**config.mk**
```make
export PLATFORM = sky130hd
export DESIGN_NAME = ysyx_22050243_clint_flat
export DESIGN_NICKNAME = d
export VERILOG_FILES = /design/src/rtl/ysyx_22050243_clint_pkg.sv /design/src/rtl/ysyx_22050243_clint_if.sv /design/src/rtl/ysyx_22050243_clint_timer.sv /design/src/rtl/ysyx_22050243_clint.sv /design/src/flat_wrapper.sv
export SDC_FILE = /design/constraint.sdc
export NUM_CORES = 1
export LEC_CHECK = 0
export CAP_MARGIN = 20
export CELL_PAD_IN_SITES_DETAIL_PLACEMENT = 1
export CELL_PAD_IN_SITES_GLOBAL_PLACEMENT = 1
export CORE_MARGIN = 1
export CORE_UTILIZATION = 44
export DETAILED_ROUTE_END_ITERATION = 7
export PLACE_DENSITY = 0.95
export RECOVER_POWER = 25
export SYNTH_ARGS = -nofsm -noshare
export SYNTH_HDL_FRONTEND = slang
export SYNTH_SLANG_ARGS = --single-unit
```
**constraint.sdc**
```tcl
create_clock -name clk -period 6.8 [get_ports clk]
set_input_delay 1.36 -clock clk [delete_from_list [all_inputs] [get_ports clk]]
set_output_delay 1.36 -clock clk [all_outputs]
set_load 0.03 [all_outputs]
```
**src/rtl/ysyx_22050243_clint_pkg.sv**
```systemverilog
// Shared CLINT definitions: register offsets, timer state encoding and
// the byte-lane merge used by every writable register.
package ysyx_22050243_defs;

   localparam logic [15:0] CLINT_MSIP_OFF     = 16'h0000;
   localparam logic [15:0] CLINT_MTIMECMP_OFF = 16'h4000;
   localparam logic [15:0] CLINT_MTIME_OFF    = 16'hBFF8;

   typedef enum logic [1:0] {
      ARMED  = 2'd0,
      FIRED  = 2'd1,
      SERVED = 2'd2
   } tstate_t;

   // Replace byte k of old_val with byte k of new_val wherever mask[k] is set.
   function automatic logic [63:0] merge_bytes(input logic [63:0] old_val,
                                               input logic [63:0] new_val,
                                               input logic [7:0]  mask);
      logic [63:0] res;
      res = old_val;
      for (int k = 0; k < 8; k++) begin
         if (mask[k]) res[8*k +: 8] = new_val[8*k +: 8];
      end
      return res;
   endfunction

endpackage

```
**src/rtl/ysyx_22050243_clint_if.sv**
```systemverilog
// Core data-port bus as seen by the CLINT; the core side is the master.
interface ysyx_22050243_clint_if;
   logic        data_r_en_i;
   logic        data_w_en_i;
   logic [7:0]  data_wmask_i;
   logic [63:0] data_addr_i;
   logic [63:0] data_w_i;
   logic [63:0] data_r_o;
   logic        data_r_valid_o;
   logic        data_w_ready_o;
   logic        hit_o;

   modport master (
      output data_r_en_i, data_w_en_i, data_wmask_i, data_addr_i, data_w_i,
      input  data_r_o, data_r_valid_o, data_w_ready_o, hit_o
   );

   modport slave (
      input  data_r_en_i, data_w_en_i, data_wmask_i, data_addr_i, data_w_i,
      output data_r_o, data_r_valid_o, data_w_ready_o, hit_o
   );
endinterface

```
**src/rtl/ysyx_22050243_clint_timer.sv**
```systemverilog
// Machine timer: prescaler, mtime, mtimecmp, compare and the one-shot
// interrupt FSM that keeps a served interrupt quiet until mtimecmp changes.
import ysyx_22050243_defs::*;

module ysyx_22050243_clint_timer #(
   parameter int TICK_DIV = 2
) (
   input  logic        clk,
   input  logic        rst,
   input  logic        mtime_we,
   input  logic        mtimecmp_we,
   input  logic [7:0]  wmask,
   input  logic [63:0] wdata,
   input  logic        irq_ready,
   output logic [63:0] mtime,
   output logic [63:0] mtimecmp,
   output logic        irq
);

   localparam int DIV_W = (TICK_DIV > 1) ? $clog2(TICK_DIV) : 1;

   logic [DIV_W-1:0] div_cnt_reg;
   logic [63:0]      mtime_reg;
   logic [63:0]      mtimecmp_reg;
   logic [63:0]      mtimecmp_wval;
   logic             tick;
   logic             cmp;
   logic             cmp_after_wr;
   tstate_t          tstate_reg;
   tstate_t          tstate_next;

   assign tick          = (div_cnt_reg == DIV_W'(TICK_DIV - 1));
   assign mtimecmp_wval = merge_bytes(mtimecmp_reg, wdata, wmask);
   assign cmp           = (mtime_reg >= mtimecmp_reg);
   // Compare as it will look once the pending mtimecmp write lands.
   assign cmp_after_wr  = (mtime_reg >= mtimecmp_wval);

   // Prescaler and mtime; a bus write to mtime beats the same-cycle tick.
   always_ff @(posedge clk) begin
      if (rst) begin
         div_cnt_reg <= '0;
         mtime_reg   <= '0;
      end else begin
         div_cnt_reg <= tick ? '0 : div_cnt_reg + 1'b1;
         if (mtime_we)  mtime_reg <= merge_bytes(mtime_reg, wdata, wmask);
         else if (tick) mtime_reg <= mtime_reg + 64'd1;
      end
   end

   // mtimecmp register, all-ones at reset so nothing fires before software arms it.
   always_ff @(posedge clk) begin
      if (rst) mtimecmp_reg <= '1;
      else if (mtimecmp_we) mtimecmp_reg <= mtimecmp_wval;
   end

   // Timer state register.
   always_ff @(posedge clk) begin
      if (rst) tstate_reg <= ARMED;
      else     tstate_reg <= tstate_next;
   end

   // Timer next-state: a mtimecmp write always outranks the acknowledge.
   always_comb begin
      tstate_next = tstate_reg;
      unique case (tstate_reg)
         ARMED: begin
            if (cmp) tstate_next = FIRED;
         end
         FIRED: begin
            if (mtimecmp_we) begin
               if (irq_ready || !cmp_after_wr) tstate_next = ARMED;
            end else if (irq_ready) begin
               tstate_next = SERVED;
            end
         end
         SERVED: begin
            if (mtimecmp_we) tstate_next = ARMED;
         end
         default: tstate_next = ARMED;
      endcase
   end

   assign irq      = (tstate_reg == FIRED);
   assign mtime    = mtime_reg;
   assign mtimecmp = mtimecmp_reg;

endmodule

```
**src/rtl/ysyx_22050243_clint.sv**
```systemverilog
// CLINT top: window decode, msip, read mux and one-cycle bus responses.
import ysyx_22050243_defs::*;

module ysyx_22050243_clint #(
   parameter logic [63:0] BASE_ADDR = 64'h0000_0000_0200_0000,
   parameter int          TICK_DIV  = 2
) (
   input  logic                   clk,
   input  logic                   rst,
   ysyx_22050243_clint_if.slave   bus,
   output logic                   clint_timer_irq_o,
   input  logic                   timer_irq_ready_i,
   output logic                   clint_soft_irq_o
);

   logic        in_window;
   logic        hit;
   logic        wr;
   logic        rd;
   logic [15:0] off;
   logic        sel_msip;
   logic        sel_cmp;
   logic        sel_time;
   logic        msip_reg;
   logic [63:0] mtime;
   logic [63:0] mtimecmp;
   logic [63:0] rdata_next;
   logic [63:0] rdata_reg;
   logic        r_valid_reg;
   logic        w_ready_reg;

   assign in_window = (bus.data_addr_i[63:16] == BASE_ADDR[63:16]);
   assign hit       = in_window & (bus.data_r_en_i | bus.data_w_en_i);
   assign wr        = hit & bus.data_w_en_i;
   // Write wins when both enables are up, so the read is suppressed.
   assign rd        = hit & bus.data_r_en_i & ~bus.data_w_en_i;
   assign off       = {bus.data_addr_i[15:3], 3'b000};
   assign sel_msip  = (off == CLINT_MSIP_OFF);
   assign sel_cmp   = (off == CLINT_MTIMECMP_OFF);
   assign sel_time  = (off == CLINT_MTIME_OFF);

   ysyx_22050243_clint_timer #(.TICK_DIV(TICK_DIV)) u_timer (
      .clk         (clk),
      .rst         (rst),
      .mtime_we    (wr & sel_time),
      .mtimecmp_we (wr & sel_cmp),
      .wmask       (bus.data_wmask_i),
      .wdata       (bus.data_w_i),
      .irq_ready   (timer_irq_ready_i),
      .mtime       (mtime),
      .mtimecmp    (mtimecmp),
      .irq         (clint_timer_irq_o)
   );

   // msip keeps only bit 0, written through byte lane 0.
   always_ff @(posedge clk) begin
      if (rst) msip_reg <= 1'b0;
      else if (wr && sel_msip && bus.data_wmask_i[0]) msip_reg <= bus.data_w_i[0];
   end

   // Read mux over current register values; unmapped offsets read zero.
   always_comb begin
      rdata_next = 64'd0;
      if (sel_msip)      rdata_next = {63'd0, msip_reg};
      else if (sel_cmp)  rdata_next = mtimecmp;
      else if (sel_time) rdata_next = mtime;
   end

   // Bus responses one cycle after accept; read data holds between reads.
   always_ff @(posedge clk) begin
      if (rst) begin
         rdata_reg   <= 64'd0;
         r_valid_reg <= 1'b0;
         w_ready_reg <= 1'b0;
      end else begin
         r_valid_reg <= rd;
         w_ready_reg <= wr;
         if (rd) rdata_reg <= rdata_next;
      end
   end

   assign bus.hit_o          = hit;
   assign bus.data_r_o       = rdata_reg;
   assign bus.data_r_valid_o = r_valid_reg;
   assign bus.data_w_ready_o = w_ready_reg;
   assign clint_soft_irq_o   = msip_reg;

endmodule

```
**src/flat_wrapper.sv**
```systemverilog
// flat-port wrapper written by rule: the top's interface ports become plain ports
module ysyx_22050243_clint_flat 
#(
   parameter logic [63:0] BASE_ADDR = 64'h0000_0000_0200_0000,
   parameter int          TICK_DIV  = 2
)
  (clk, rst, clint_timer_irq_o, timer_irq_ready_i, clint_soft_irq_o, bus_data_r_en_i, bus_data_w_en_i, bus_data_wmask_i, bus_data_addr_i, bus_data_w_i, bus_data_r_o, bus_data_r_valid_o, bus_data_w_ready_o, bus_hit_o);
  ysyx_22050243_clint_if bus_i ();
  input  logic clk;
  input  logic rst;
  output logic clint_timer_irq_o;
  input  logic timer_irq_ready_i;
  output logic clint_soft_irq_o;
  input wire logic [$bits(bus_i.data_r_en_i)-1:0] bus_data_r_en_i;
  input wire logic [$bits(bus_i.data_w_en_i)-1:0] bus_data_w_en_i;
  input wire logic [$bits(bus_i.data_wmask_i)-1:0] bus_data_wmask_i;
  input wire logic [$bits(bus_i.data_addr_i)-1:0] bus_data_addr_i;
  input wire logic [$bits(bus_i.data_w_i)-1:0] bus_data_w_i;
  output wire logic [$bits(bus_i.data_r_o)-1:0] bus_data_r_o;
  output wire logic [$bits(bus_i.data_r_valid_o)-1:0] bus_data_r_valid_o;
  output wire logic [$bits(bus_i.data_w_ready_o)-1:0] bus_data_w_ready_o;
  output wire logic [$bits(bus_i.hit_o)-1:0] bus_hit_o;
  assign bus_i.data_r_en_i = bus_data_r_en_i;
  assign bus_i.data_w_en_i = bus_data_w_en_i;
  assign bus_i.data_wmask_i = bus_data_wmask_i;
  assign bus_i.data_addr_i = bus_data_addr_i;
  assign bus_i.data_w_i = bus_data_w_i;
  assign bus_data_r_o = bus_i.data_r_o;
  assign bus_data_r_valid_o = bus_i.data_r_valid_o;
  assign bus_data_w_ready_o = bus_i.data_w_ready_o;
  assign bus_hit_o = bus_i.hit_o;
  ysyx_22050243_clint #(.BASE_ADDR(BASE_ADDR), .TICK_DIV(TICK_DIV)) u_core (.clk(clk), .rst(rst), .bus(bus_i), .clint_timer_irq_o(clint_timer_irq_o), .timer_irq_ready_i(timer_irq_ready_i), .clint_soft_irq_o(clint_soft_irq_o));
endmodule
```
# Word-level counts from Yosys, hierarchy flattened
# Cells that the tools add are included.
dict set report word_totals {
  reg_bits 198
  inputBits 141
  out_inout_bits 69
  word_cells 88
}
dict set report classes {
  addsub 2
  n_lt_le_gt_ge 2
  eq_ne 17
  muxes 27
  bitwise_logic 8
  reduce_logical 17
}
# operator count
set ops {}
lappend ops {{$mux W64} 5}
lappend ops {{$ge A64 B64 Y1} 2}
lappend ops {{$mux W8} 16}
lappend ops {{$add A64 B1 Y64 const B} 1}
lappend ops {{$eq A48 B10 Y1 const B} 1}
lappend ops {{$ne A2 B2 Y1 const B} 10}
lappend ops {{$logic_not A16 Y1} 1}
lappend ops {{$reduce_and A2 Y1} 8}
lappend ops {{$eq A13 B12 Y1 const B} 1}
lappend ops {{$eq A13 B13 Y1 const B} 1}
lappend ops {{$mux W2} 5}
lappend ops {{$and A1 B1 Y1} 6}
lappend ops {{$pmux W2 S3} 1}
lappend ops {{$reduce_and A4 Y1} 1}
lappend ops {{$ne A3 B1 Y1 const B} 1}
lappend ops {{$ne A3 B2 Y1 const B} 1}
lappend ops {{$eq A2 B1 Y1 const B} 1}
lappend ops {{$eq A2 B2 Y1 const B} 1}
lappend ops {{$logic_and A1 B1 Y1} 2}
lappend ops {{$logic_not A2 Y1} 1}
lappend ops {{$reduce_bool A2 Y1} 1}
lappend ops {{$reduce_or A2 Y1} 1}
lappend ops {{$add A1 B1 Y1 const B} 1}
lappend ops {{$logic_not A1 Y1} 1}
lappend ops {{3 further kinds} 3}

# Logic depth before layout (Yosys ltp)
# Gate-level depths: netlist (run 1).
dict set report depth {
  depth_word 7
  ltp_mapped 11
  depth_no_buf 9
}

# By module
# From an unflattened synthesis (run 1), not the netlist that was laid out.
dict set report hier_totals {
  hier_cells 1627
  area_unflattened_um2 13270.2
}
# module n_inst cells_each area_each_um2 seq_area_each_um2
set modules_own_cells {}
lappend modules_own_cells {ysyx_22050243_clint_timer 1 1278 9913.3 2622.5}
lappend modules_own_cells {ysyx_22050243_clint 1 349 3357.0 1341.3}

# Worst setup path before layout (run 1)
# Ideal clock, no wire load.
dict set report synth_timing {
  path_kind {input to output}
  from {in bus_data_addr_i[42]}
  to {out bus_hit_o}
  arrival_ns 2.421
  required_ns 5.440
  setup_slack_ns 3.019
  stages 4
  path_buffers 0
  cell_sequence {nor4_1 nand4_1 nor3_1 o21a_1}
}
dict set report synth_via {
  elab_chain_len 2
}
# item line_no
set synth_rtl {}
lappend synth_rtl {{from (decl)} flat_wrapper.sv:17} ;# input wire logic [$bits(bus_i.data_addr_i)-1:0] bus_data_addr_i;
lappend synth_rtl {{$eq A48 B10 Y1} ysyx_22050243_clint.sv:32} ;# assign in_window = (bus.data_addr_i[63:16] == BASE_ADDR[63:16]);
lappend synth_rtl {{$and A1 B1 Y1} ysyx_22050243_clint.sv:33} ;# assign hit = in_window & (bus.data_r_en_i | bus.data_w_en_i);
lappend synth_rtl {{to (decl)} flat_wrapper.sv:22} ;# output wire logic [$bits(bus_i.hit_o)-1:0] bus_hit_o;
# No other way between the ends.

# Worst setup path in the final report (run 1)
dict set report layout_timing {
  from {in bus_data_addr_i[17]}
  to {out bus_hit_o}
}
# The elaborated chain is that of the path after synthesis.

==> run summary, run 1 <==
Clock-pin slew was measured on the worst setup and hold paths at about 70 ps. The most used flip-flop cell after synthesis is sky130_fd_sc_hd__dfxtp_1. The number of inserted diodes is 0. After detailed routing, the average wire length per cell comes to 23.1 µm. Summed over all nets, the switching power comes to 607 µW. The clock latency reported for the late side of the worst-skew pair came out at approximately 460 ps. The fraction of the cycle the final worst path needs came out at approximately three quarters. The run finished, with violations left. The number of remaining DRC errors came out at 0.

The post-layout net count is between 1500 and 2000. Dividing the detail-routed via count by the number of cells gives 6.52. The worst-case vdd ir drop came out at ~0.13 mV. The required time reported for the critical path endpoint is 5440 ps.

Of all nets on the critical path, the largest fanout is 4. In this run the register-to-register setup slack is 3620 ps. Synthesis inferred slightly below 200 register bits. The signal arrival time at the worst endpoint is ~3600 ps. The cell row count came out at just over 60.

The number of sinks driven by the clock tree is slightly below 200. The type of element launching the critical path is a primary input. The cell count after synthesis came out at roughly 1500. From left edge to right edge, the die measures about 170 µm. The total grt overflow is 0.

The number of antenna violations at the first check in global routing is 0. The number of hold violations in the final report came out at 0. The number of global-route vias before repair is between 10000 and 15000. The fraction of the core area covered by cells at the end of the flow is between 50 and 60%. The number of placed I/O pins came out at 210. The total leakage power came out at about 0.007 µW. The number of buffers inserted to repair setup after CTS came out at 0.

The checks that failed: capacitance limit, slew limit. The maximum clock rate is a little over 0.2 GHz. Subtracting the final worst setup slack from the clock period gives about 5000 ps. The post-detailed-route count of antenna-violating nets came out at 0. Summing all placed instances gives a cell area of ~15000 µm². The overall track demand over capacity in global routing is between 30 and 40%.

The number of hold buffers added after CTS was 0. The die height came out at between 150 and 200 µm. The first detailed-routing pass took 5 iterations.

The cell at the root of the clock tree is sky130_fd_sc_hd__clkbuf_16. During placement, the flow inserted port buffers numbering 206. The CTS H-tree depth is 4. The commonest non-fill, non-tap cell in the layout is sky130_fd_sc_hd__dfxtp_1. The net switching share of the total power came out at 25.1%. The relative contribution of combinational cells to total power came out at around 9%. The total nets after synthesis is roughly 1800. In the layout the commonest cells are sky130_fd_sc_hd__dfxtp_1, sky130_fd_sc_hd__clkdlybuf4s50_1, sky130_fd_sc_hd__nand2_1.

The overall die area came out at 29700 µm². The count of endpoints failing setup in the final report is 0. The setup total negative slack came out at 0 ps. After detailed routing, the total wire length is around 48000 µm. The transition time at the pin with the least slew margin came out at between 4000 and 5000 ps. The worst-case clock skew came out at between 10 and 15 ps. The via total after detailed routing came out at 13500. The post-cts repair resize count is 0. Once layout is done, the placed cells without fillers occupy between 15000 and 20000 µm². Counting flops with a built-in enable in the synthesized netlist gives 0. The element type at the critical path end is a primary output. The initial detailed-routing violation count is approximately 1200. The worst slew margin relative to its limit is -167%.

The total power divided by cell area is ~160 nW/µm². The area of the core came out at around 29000 µm². The pin count of the biggest net entering global routing came out at 85. The average size of a mapped cell is around 8.4 µm². The global-route wire length before repair is roughly 75000 µm.

The final-report max-slew violation count is 76. The sequential cell area fraction in the yosys report is between 30% and 40%. Once detailed placement completed, the half-perimeter wirelength came to roughly 34000 µm. The maximum count of clock buffers along a single path is 2. The total of warnings raised by yosys is 0. The mapped netlist covers between 10000 and 15000 µm².

The TritonCTS buffer count came out at 17. The share of flip-flops with an asynchronous set or reset is 0%. The share of post-route cells with drive strength above 1 came out at just over 5%. The CTS tree is built. Sequential cells account for 48.1% of the total power.

Per report_power, the clock group accounts for ~43% of the total. The starting utilization of the core area is between 40% and 50%. The final RePlAce weighted congestion is ~0.92.

The number of unique standard cell types used by synthesis came out at 80. The internal portion of the total power is about 1800 µW. Relative to the synthesized area, the layout overhead comes to 22.2%. The count of maximum capacitance violations came out at 1.

The worst min-delay path class is flip-flop to flip-flop. Setup repair after global routing left no endpoint under its margin. The worst setup path is of the primary input to primary output kind.
[cells by family (layout without fill, tap and decap cells)]
kind of cell    after synthesis  in the layout  synth area share (%)
xor+xnor                      2              2                 0.137
mux                          80             80                  6.44
simple gates                523            523                  20.8
compound gates              424            424                  23.5
fa+ha+maj                   129            129                  12.6
buf+inv                     172            327                  5.40
flops                       198            198                  31.0
[critical path: stages]
cell and delay (ps):
sky130_fd_sc_hd__clkdlybuf4s50_1 410, sky130_fd_sc_hd__nor4_1 340, sky130_fd_sc_hd__nand4_1 310, sky130_fd_sc_hd__nor3_1 330
sky130_fd_sc_hd__o21a_1 160, sky130_fd_sc_hd__clkdlybuf4s50_1 680
[worst paths after layout]
path / from / cells after the start / endpoint
setup / recovery: bus_data_addr_i[17] / 6 / bus_hit_o
hold / removal: u_core.bus.data_r_o[43] / 2 / u_core.bus.data_r_o[43]
setup reg to reg: u_core.u_timer.mtime[1] / 8 / u_core.u_timer.mtime[48]
hold reg to reg: u_core.bus.data_r_o[43] / 2 / u_core.bus.data_r_o[43]
[cells in the mapped netlist, types with 3 or more instances]
library cell | instances | area (µm²)
sky130_fd_sc_hd__nand4_1 | 46 | 288
sky130_fd_sc_hd__and4_1 | 12 | 105
sky130_fd_sc_hd__dfxtp_1 | 198 | 3960
sky130_fd_sc_hd__clkbuf_1 | 68 | 255
sky130_fd_sc_hd__inv_1 | 80 | 300
sky130_fd_sc_hd__buf_2 | 17 | 85.1
sky130_fd_sc_hd__mux2_2 | 9 | 101
sky130_fd_sc_hd__nand2_1 | 138 | 518
sky130_fd_sc_hd__a21o_1 | 9 | 67.6
sky130_fd_sc_hd__a211o_1 | 4 | 35.0
sky130_fd_sc_hd__o31a_1 | 3 | 26.3
sky130_fd_sc_hd__and3_1 | 23 | 144
sky130_fd_sc_hd__a31oi_1 | 25 | 156
sky130_fd_sc_hd__a21oi_1 | 78 | 390
sky130_fd_sc_hd__o21a_1 | 3 | 22.5
sky130_fd_sc_hd__o21ai_0 | 32 | 160
sky130_fd_sc_hd__or4_1 | 3 | 22.5
sky130_fd_sc_hd__buf_6 | 3 | 33.8
sky130_fd_sc_hd__nand3_1 | 58 | 290
sky130_fd_sc_hd__a2111oi_0 | 3 | 26.3
sky130_fd_sc_hd__mux2i_1 | 69 | 691
sky130_fd_sc_hd__nor2_2 | 3 | 18.8
sky130_fd_sc_hd__nor2_1 | 124 | 465
sky130_fd_sc_hd__o211ai_1 | 82 | 616
sky130_fd_sc_hd__a22oi_1 | 65 | 488
sky130_fd_sc_hd__and2_1 | 8 | 50.1
sky130_fd_sc_hd__a221oi_1 | 8 | 70.1
sky130_fd_sc_hd__a211oi_1 | 81 | 608
sky130_fd_sc_hd__ha_1 | 129 | 1610
sky130_fd_sc_hd__a221o_1 | 3 | 30.0
sky130_fd_sc_hd__buf_1 | 3 | 11.3
sky130_fd_sc_hd__or3_1 | 16 | 100
sky130_fd_sc_hd__nor4_1 | 24 | 150
sky130_fd_sc_hd__nor4_2 | 6 | 75.1
sky130_fd_sc_hd__nand2b_1 | 6 | 37.5
sky130_fd_sc_hd__a41oi_1 | 3 | 26.3
sky130_fd_sc_hd__nor3_1 | 32 | 160
[layout make-up]
| cell class | count | area [µm²] |
|---|---|---|
| tap | 384 | 480 |
| multi-input combinational | 1158 | 8150 |
| sequential | 198 | 3960 |
| timing repair buffer | 216 | 2130 |
| inverter | 81 | 305 |
| clock inverter | 8 | 90.1 |
| fill | 3336 | 13000 |
| clock buffer | 22 | 484 |
[metrics by stage]
step	instances	hold slack (ps)	worst slack [ps]	total power, µW
floorplan	1528	476	3020	1270
global placement	2037	489	1890	1390
detailed placement	2037	494	1840	1400
CTS	2067	504	1830	2420
global route	2067	518	1660	2480
finish	2067	498	1840	2420
[per-layer routing]
metal	GRT usage, %	vias to the layer above	wire length, µm
met2	54.5	657	22800
met3	5.13	179	3320
met5	0	-	0
li1	-	6073	-
met4	18.9	0	2460
met1	39.3	6564	19100
[power by group through the flow]
stage / combinational, µW / clock [µW] / sequential (µW)
final: 217 / 1040 / 1160
after global routing: 228 / 1090 / 1160
after CTS: 213 / 1040 / 1160
after detailed placement: 209 / 0 / 1190
after global placement: 202 / 0 / 1190
after floorplan: 83.7 / 0 / 1190
Note: power is estimated with default switching activity, not from simulation.
==> run 2, diff against run 1 <==
--- a/config.mk
+++ b/config.mk
@@ -9,9 +9,9 @@
 export CELL_PAD_IN_SITES_DETAIL_PLACEMENT = 1
 export CELL_PAD_IN_SITES_GLOBAL_PLACEMENT = 1
 export CORE_MARGIN = 1
-export CORE_UTILIZATION = 44
+export CORE_UTILIZATION = 37
 export DETAILED_ROUTE_END_ITERATION = 7
-export PLACE_DENSITY = 0.95
+export PLACE_DENSITY = 0.89
 export RECOVER_POWER = 25
 export SYNTH_ARGS = -nofsm -noshare
 export SYNTH_HDL_FRONTEND = slang
==> constraint.sdc (replaced) <==
create_clock -name clk -period 4.38 [get_ports clk]
set_input_delay 0.876 -clock clk [delete_from_list [all_inputs] [get_ports clk]]
set_output_delay 0.876 -clock clk [all_outputs]
set_load 0.03 [all_outputs]
==> run 2 against run 1 <==
The run still ends with capacitance limit, slew limit left. Sequential power increased by 56%. First-iteration DRC count decreased by 33%. Setup slack got worse by 1400 ps. Register-to-register slack got worse by 2300 ps. Sequential cell count unchanged. Count of clock-buffer cells in the layout decreased by 4. Die area increased by 19%. Design area increased by 1.6%. Critical path type unchanged. Critical endpoint unchanged.
==> run summary, run 2 (synthesis gave the netlist of run 1 again) <==
The part of the power in the clock network is 43.6% (+0.7 points). The number of standard cells in the final layout excluding fillers is 2147 (+3.9%). The run finished, with violations left. The number of search-and-repair iterations in the first detailed-routing pass is 5 (unchanged). The path class of the tightest hold or removal check is flip-flop to flip-flop. The post-detailed-route via-to-cell ratio came to 6.12 (-6.1%).

The required time reported for the critical path endpoint came out at 3500 ps (-1940 ps). The overall die area is 35300 µm² (+19%). Leaving out fill and tap cells, the most frequent cell in the layout is sky130_fd_sc_hd__dfxtp_1.

The post-cts repair resize count came out at 0 (unchanged). The cell row count came to 67 (+8.1%). The final RePlAce weighted congestion is 0.880 (-4.5%). The number of remaining DRC errors came out at 0 (unchanged). The relative contribution of combinational cells to total power came to 8.7% (-0.3 points).

The total internal power is 2800 µW (+54%). The clock period could shrink to slightly below 4000 ps. The cell at the root of the clock tree is sky130_fd_sc_hd__clkbuf_16. The highest routed metal layer is met4. The TritonCTS buffer count is 17 (unchanged). The count of endpoints failing setup in the final report came out at 0 (unchanged). The total leakage power came out at 0.00710 µW (+1.4%). The number of inserted diodes came to 0 (unchanged). The number of port buffers came out at 206 (unchanged).

The maximum clock rate came out at approximately 0.25 GHz. The net switching share of the total power came out at 26.3% (+1.2 points). The count of maximum capacitance violations came to 1 (unchanged). The mean routed wirelength per cell is 21.4 µm (-7.4%). The number of antenna violations at the first check in global routing is 0 (unchanged). The post-layout net count was 1956 (+0.72%). The die height came to 188 µm (+8.9%). The fraction of the cycle the final worst path needs came out at between 90% and 100%. The routed length on met2 is 22100 µm (-3.3%). The share of post-route cells with drive strength above 1 is 6.12% (+1.0 points).

The cell that appears most often on the critical path is sky130_fd_sc_hd__clkdlybuf4s50_1. The signal arrival time at the worst endpoint came out at 3100 ps (-500 ps). The routed length on met3 is 2610 µm (-22%). The final HPWL from detailed placement came out at 34200 µm (+0.59%). The transition time at the pin with the least slew margin came to 1750 ps (-2260 ps). The maximum fanout along the worst path came out at 3 (-1). STA classifies the critical path startpoint as a primary input. The detailed-routing wirelength on met1 came out at 19200 µm (+0.56%). The final routed wirelength across all metal layers is 45900 µm (-3.8%). The overall track demand over capacity in global routing came out at 25.9% (-6.6 points). The critical path's largest stage delay came out at 680 ps (about the same). The post-cts hold buffer count came out at 0 (unchanged). The fraction of the core area covered by cells at the end of the flow came out at 46.9% (-7.6 points). The total grt overflow came out at 0 (unchanged). The checks that failed: capacitance limit, slew limit. The number of global-route vias before repair is 13800 (-1.6%). The pin count of the biggest net entering global routing is 77 (-9.4%). The post-placement cell count was 2115 (+3.8%).

On the critical path, the stage with the largest delay is an instance of sky130_fd_sc_hd__clkdlybuf4s50_1. The area of the core came out at 33800 µm² (+18%). The worst slew margin relative to its limit came out at -16.7% (+150 points). The number of hold violations in the final report came to 0 (unchanged). The CTS tree is built. The CTS H-tree depth came out at 4 (unchanged). The final-report max-slew violation count came out at 71 (-6.6%). The sequential share of power is 47.6% (-0.5 points). The setup total negative slack came out at 0 ps (unchanged). The post-detailed-route count of antenna-violating nets came to 0 (unchanged). The starting utilization of the core area came out at 37.8% (-6.8 points). The number of sinks driven by the clock tree was 198 (unchanged). The global-route wire length before repair is 73500 µm (-2.1%).

The worst-case vdd ir drop is 0.279 mV (+110%). Leaving out fill and tap cells, the most frequent cells in the layout are sky130_fd_sc_hd__dfxtp_1, sky130_fd_sc_hd__clkdlybuf4s50_1, sky130_fd_sc_hd__nand2_1. The via total after detailed routing is 13100 (-2.4%). The worst-case clock skew is 18.2 ps (+4.86 ps). The initial detailed-routing violation count is 783 (-33%).

The number of buffers inserted to repair setup after CTS came to 0 (unchanged). The critical path in this run is classified as primary input to primary output. The overall die width came out at 188 µm (+8.9%).

Setup repair after global routing left no endpoint under its margin. The total power divided by cell area is 239 nW/µm² (+54%). The area growth from synthesis to layout is 24.1%.

The element type at the critical path end is a primary output. The clock slew seen by the registers of the worst setup and hold paths came out at 80 ps (about the same). The total net switching power came out at 998 µW (+64%). The clock latency reported for the late side of the worst-skew pair is 460 ps (about the same). Traced cell by cell, the critical path runs through clkdlybuf4s50_1 > nor4_1 > nand4_1 > nor3_1 > o21a_1 > clkdlybuf4s50_1.

The number of placed I/O pins came out at 210 (unchanged). The maximum count of clock buffers along a single path is 2 (unchanged).
run 2: changes by cell type in the layout (fill, tap and decap cells not counted):
cell                       change
sky130_fd_sc_hd__inv_6         +4
sky130_fd_sc_hd__inv_8         +2
sky130_fd_sc_hd__clkinv_2      +1
sky130_fd_sc_hd__clkbuf_1      -2
sky130_fd_sc_hd__clkbuf_2      +1
sky130_fd_sc_hd__clkbuf_8      -3
sky130_fd_sc_hd__clkinv_4      -3
sky130_fd_sc_hd__clkinv_8      +2
sky130_fd_sc_hd__buf_12        +3
sky130_fd_sc_hd__buf_4        +11
run 2: power groups by stage:
| stage | sequential, µW | combinational, µW | clock [µW] |
|---|---|---|---|
| finish | 1810 | 331 | 1650 |
| detailed placement | 1850 | 325 | 0 |
| CTS | 1810 | 329 | 1680 |
| global route | 1810 | 351 | 1750 |
| global placement | 1850 | 314 | 0 |
| floorplan | 1840 | 130 | 0 |
run 2: cell type report:
cell class                 count  area (µm²)
tap                          448         561
clock buffer                  18         439
fill                        3982       17900
clock inverter                14         159
timing repair buffer         230        2270
inverter                      81         305
multi-input combinational   1158        8150
sequential                   198        3960
run 2: worst paths after layout:
check                                              from                       end  slack (ps)  cells after the start
worst max-delay path                bus_data_addr_i[19]                 bus_hit_o         410                      6
worst min-delay path            u_core.bus.data_r_o[50]   u_core.bus.data_r_o[50]         500                      2
worst max register to register  u_core.u_timer.mtime[6]  u_core.u_timer.mtime[57]        1300                      7
worst min register to register  u_core.bus.data_r_o[50]   u_core.bus.data_r_o[50]         500                      2
run 2: per-stage QoR:
step	cell area [µm²]	hold slack (ps)	setup WS [ps]	power (µW)
3_5_place_dp	15300	496	327	2170
5_1_grt	15800	522	239	3910
2_1_floorplan	12800	476	1220	1970
4_1_cts	15900	507	379	3810
3_3_place_gp	15300	489	424	2160
6_report	15800	497	405	3790
run 2: critical path, delay by kind of cell:
family | cells | cell delay, ps
compound gates | 1 | 170
simple gates | 3 | 970
buf+inv | 2 | 1080
run 2: routing by layer:
| layer | vias to the layer above | track usage [%] |
|---|---|---|
| li1 | 6121 | - |
| met1 | 6425 | 31.3 |
| met2 | 460 | 44.3 |
| met3 | 140 | 4.57 |
| met4 | 0 | 12.6 |
| met5 | - | 0 |
==> variant 1 (flow settings as in run 1) <==
`TICK_DIV` is set to 2 in 3 places; all go to 4.
--- a/src/rtl/ysyx_22050243_clint_timer.sv
+++ b/src/rtl/ysyx_22050243_clint_timer.sv
@@ -3,7 +3,7 @@
 import ysyx_22050243_defs::*;
 
 module ysyx_22050243_clint_timer #(
-   parameter int TICK_DIV = 2
+   parameter int TICK_DIV = 4
 ) (
    input  logic        clk,
    input  logic        rst,
--- a/src/rtl/ysyx_22050243_clint.sv
+++ b/src/rtl/ysyx_22050243_clint.sv
@@ -3,7 +3,7 @@
 
 module ysyx_22050243_clint #(
    parameter logic [63:0] BASE_ADDR = 64'h0000_0000_0200_0000,
-   parameter int          TICK_DIV  = 2
+   parameter int          TICK_DIV  = 4
 ) (
    input  logic                   clk,
    input  logic                   rst,
--- a/src/flat_wrapper.sv
+++ b/src/flat_wrapper.sv
@@ -2,7 +2,7 @@
 module ysyx_22050243_clint_flat 
 #(
    parameter logic [63:0] BASE_ADDR = 64'h0000_0000_0200_0000,
-   parameter int          TICK_DIV  = 2
+   parameter int          TICK_DIV  = 4
 )
   (clk, rst, clint_timer_irq_o, timer_irq_ready_i, clint_soft_irq_o, bus_data_r_en_i, bus_data_w_en_i, bus_data_wmask_i, bus_data_addr_i, bus_data_w_i, bus_data_r_o, bus_data_r_valid_o, bus_data_w_ready_o, bus_hit_o);
   ysyx_22050243_clint_if bus_i ();
Function: changed (Yosys sat finds a counterexample within 4 cycles, from zero or initial values and one cycle with rst high).
==> variant 1 against run 1 <==
The flow still finishes with violations (max-capacitance violations, max-slew violations); power rose by 1.2%; non-clock buffer count did not move; synthesized area fell by 0.34%; combinational power rose by 2%; wire length rose by 2.1%; sequential cell count rose by 1; critical path depth fell by 3; final area fell by 0.46%; worst setup slack got worse by 0.26 ns; critical path type is now in -> reg; critical endpoint is now u_core.u_timer.mtime[11].
==> variant 1: results (changes against run 1) <==
Yosys
  • Post-Synthesis Cells: 1539 (was 1528)
  • Synth Area in Adders: 12.78% (was 12.64%)
  • Compound-Gate Fraction of Synth Area: 22.97% (was 23.54%)
  • Synthesis Warnings: 0 (unchanged)
  • Synth cell count leaders: dfxtp_1 (199), nand2_1 (149), ha_1 (130) (was dfxtp_1 (198), nand2_1 (138), ha_1 (129))
  • Multiplexer share of the synthesized area: 6.066% (was 6.437%)
  • Seq/Total Area, Yosys: 31.30% (was 31.04%)
  • Netlist cell types: 79 (was 80)
  • Post-synthesis async set-or-reset flop share: 0% (unchanged)
  • Post-synthesis xor/xnor area fraction: 0.2065% (was 0.1372%)
  • Syn Nets: 1810 (was 1798)
  • Largest cells by area after synthesis: dfxtp_1 (31%), ha_1 (13%), mux2i_1 (5.3%), o211ai_1 (4.7%), a211oi_1 (4.5%) (was dfxtp_1 (31%), ha_1 (13%), mux2i_1 (5.4%), o211ai_1 (4.8%), a211oi_1 (4.8%))

Clock tree
  • TritonCTS Buffers: 17 (unchanged)
  • Clk pin slew, worst setup/hold paths: 0.07 ns (about the same)
  • Root buf cell: clkbuf_16 (unchanged)
  • Htree depth: 4 (unchanged)
  • Number of setup buffers added after CTS: 0 (unchanged)
  • Clk Latency, worst-skew pair: 0.46 ns (about the same)
  • Post-CTS Resized: 0 (unchanged)
  • Max Root-Sink Buffers: 2 (unchanged)

Layout
  • Layout cell share with drive strength beyond 1: 4.255% (was 5.110%)
  • Final std cells w/o fill: 2070 (was 2067)
  • Fillers: 3335 (was 3336)
  • Ant. Diodes: 0 (unchanged)

Outcome
  • Status: finished with violations (unchanged)
  • Failing checks: max-capacitance violations, max-slew violations (unchanged)

STA
  • Final number of max-transition violations: 82 (was 76)
  • Slew Limit Headroom: -191.2% (was -167.2%)
  • Clk_skew: 0.01237 ns (was 0.01334 ns)

GRT
  • Largest net degree at the start of global routing: 85 (unchanged)
  • Initial antenna violation count: 0 (unchanged)
  • Global-route usage over all layers: 32.96% (was 32.50%)
  • First-pass GRT wire length: 76530 um (was 75100 um)

Route
  • Pre-Repair DR Iteration Count: 7 (was 5)
  • Total wire length: 48730 um (was 47720 um)
  • Vias post-DR: 13600 (was 13470)
  • DRT iter0 DRCs: 1199 (was 1176)

Power
  • Peak VDD IR: 0.1211 mV (was 0.1322 mV)
  • Leakage: 7.001 nW (about the same)

Worst setup path
  • Crit path DAT: 5.37 ns (was 3.60 ns)
  • Slowest cell on the critical path: clkbuf_1 (was clkdlybuf4s50_1)
  • Worst path max stage delay: 3.11 ns (was 0.68 ns)
  • CP Max Fanout: 81 (was 4)

Place
  • DP Cell Count: 2038 (was 2037)
  • Gpl congestion: 0.9072 (was 0.9214)
  • Port Buffers: 206 (unchanged)
  • Dpl ws: 1.704 ns (was 1.843 ns)
  • DPL Wire Length: 33980 um (was 34040 um)

Hold path
  • Worst min path class: reg -> reg (unchanged)

Flow run
  • Max_cap viols: 1 (unchanged)
[variant 1: cell count changes in the layout (fill, tap and decap cells not counted), sizes merged, moves of 5 or more]
cell     delta
nor2        -6
a31oi       -6
nand4       -5
a2111oi     -5
and3        +5
nor4        +5
nor2b       +5
nand2      +11
[variant 1: worst max-delay path: cells and delay by family]
family | cells | cell delay, ns
buffers and inverters | 2 | 3.51
AO/OA/AOI/OAI | 1 | 0.46
[variant 1: report_power, final]
part,internal [mW],switching (mW),total [mW]
sequential,1.17,0.00589,1.17
clock,0.528,0.525,1.05
combinational,0.107,0.113,0.221
[variant 1: final timing paths]
path                                      start                             to  slack [ns]  depth (start not counted)
setup / recovery                            rst       u_core.u_timer.mtime[11]        1.58                          3
hold / removal    u_core.u_timer.div_cnt_reg[0]  u_core.u_timer.div_cnt_reg[0]        0.43                          1
setup reg to reg  u_core.u_timer.div_cnt_reg[0]       u_core.u_timer.mtime[63]        2.99                          6
hold reg to reg   u_core.u_timer.div_cnt_reg[0]  u_core.u_timer.div_cnt_reg[0]        0.43                          1
[variant 1: logic make-up after synthesis]
kind of cell | count (synthesis)
AND/OR/NAND/NOR | 537
XOR/XNOR | 3
buffers and inverters | 176
AO/OA/AOI/OAI | 418
adder cells (fa/ha/maj) | 130
multiplexers | 76
flip-flops | 199
[variant 1: stage by stage]
stage	area, um2	hold slack [ns]
final	15530	0.4343
after global routing	15530	0.4579
after CTS	15530	0.4396
after detailed placement	14960	0.4295
after global placement	14960	0.4160
after floorplan	12730	0.4084
[variant 1: final cells by class]
| type | count | area (um2) | share of cell area [%] |
|---|---|---|---|
| timing repair buffer | 216 | 2131 | 13.72 |
| sequential | 199 | 3984 | 25.65 |
| tap | 378 | 473.0 | 3.046 |
| clock buffer | 19 | 442.9 | 2.852 |
| clock inverter | 13 | 133.9 | 0.8621 |
| multi-input combinational | 1164 | 8059 | 51.90 |
| inverter | 81 | 305.3 | 1.966 |
[variant 1: per-layer routing]
layer	vias to the layer above	wire length, um	global-route usage (%)
li1	6103	-	-
met1	6686	19640	39.17
met2	656	23670	57.31
met3	155	3441	5.562
met4	0	1983	16.04
met5	-	0	0
==> variant 2 (flow settings as in run 1) <==
Made on the original files. Encoding of `tstate_t`: now one-hot (3 bits for 3 states).
--- a/src/rtl/ysyx_22050243_clint_pkg.sv
+++ b/src/rtl/ysyx_22050243_clint_pkg.sv
@@ -6,10 +6,10 @@
    localparam logic [15:0] CLINT_MTIMECMP_OFF = 16'h4000;
    localparam logic [15:0] CLINT_MTIME_OFF    = 16'hBFF8;
 
-   typedef enum logic [1:0] {
-      ARMED  = 2'd0,
-      FIRED  = 2'd1,
-      SERVED = 2'd2
+   typedef enum logic [2:0] {
+      ARMED  = 3'b001,
+      FIRED  = 3'b010,
+      SERVED = 3'b100
    } tstate_t;
 
    // Replace byte k of old_val with byte k of new_val wherever mask[k] is set.
Behaviour: no difference found for any inputs over 4 cycles, from zero or initial values and one cycle with rst high; so few cycles prove little.
==> variant 2 against run 1 <==
The flow still finishes with violations (max-capacitance violations, max-slew violations); sequential share of layout area up 0.45 points; wire length down 2.2%; largest power group unchanged; power up 0.47%; highest routed layer is now met5; sequential cell count up 1; final area down 1.2%; worst setup slack worse by 0.68 ns; worst hold slack worse by 0.00082 ns; synthesized area down 2.1%.
==> variant 2: results (changes against run 1) <==
Outcome
  • Status: finished with violations (unchanged)
  • Failing checks: max-capacitance violations, max-slew violations (unchanged)

Power
  • Total power: 2.430 mW (was 2.418 mW)
  • Power share of the clock group: 43.0% (was 42.9%)
  • Power Density: 157.7 mW/mm2 (was 155.0 mW/mm2)
  • NetSw: 0.6015 mW (was 0.6069 mW)

Yosys
  • Seq/Total Area, Yosys: 31.87% (was 31.04%)
  • Post-Syn Area per Cell: 8.182 um2 (was 8.357 um2)
  • Netlist cell types: 53 (was 80)
  • Synth cell count leaders: dfxtp_1 (199), nand2_1 (170), ha_1 (129) (was dfxtp_1 (198), nand2_1 (138), ha_1 (129))

Worst setup path
  • Crit path DAT: 4.29 ns (was 3.60 ns)
  • Worst path max stage delay: 0.80 ns (was 0.68 ns)
  • R2R Path End: u_core.u_timer.mtime[33] (was u_core.u_timer.mtime[48])
  • CP Max Fanout: 16 (was 4)
  • Register-to-Register Setup Slack: 3.35 ns (was 3.62 ns)

Route
  • DRT met1 WL: 18690 um (was 19130 um)
  • Top sig layer: met5 (was met4)
  • DRT iter0 DRCs: 1165 (was 1176)
  • Vias post-DR: 13430 (was 13470)
  • Routed wl met3: 2907 um (was 3320 um)

Flow run
  • Max_cap viols: 1 (unchanged)

Place
  • DPL Wire Length: 32580 um (was 34040 um)
  • Gpl congestion: 0.8707 (was 0.9214)
  • Dpl ws: 1.720 ns (was 1.843 ns)

Layout
  • Fillers: 3318 (was 3336)

GRT
  • Largest net degree at the start of global routing: 96 (was 85)

STA
  • Final number of max-transition violations: 95 (was 76)
## variant 2: changes by cell type after synthesis, moves of 5 or more
cell | run 1 | this run
nand3b_1 | 1 | 7
nand2_1 | 138 | 170
a311oi_1 | 0 | 10
buf_2 | 17 | 2
clkbuf_1 | 68 | 82
nand3_1 | 58 | 47
o21ai_0 | 32 | 37
nor2_1 | 124 | 119
nor4_2 | 6 | 1
a31oi_1 | 25 | 34
and3_1 | 23 | 18
## variant 2: worst min path at each step
stage	to
after floorplan	u_core.u_timer.mtime[0]
after global placement	u_core.bus.data_r_o[2]
after detailed placement	u_core.bus.data_r_o[25]
after CTS	u_core.bus.data_r_o[25]
after global routing	u_core.bus.data_r_o[59]
final	u_core.bus.data_r_o[25]
## variant 2: cells by family after synthesis
group	share of synthesized area (%)
and+or+nand+nor	20.47
DFF	31.87
muxes	5.735
buffers and inverters	5.094
AOI/OAI and AO/OA	23.93
adders and majority gates	12.91
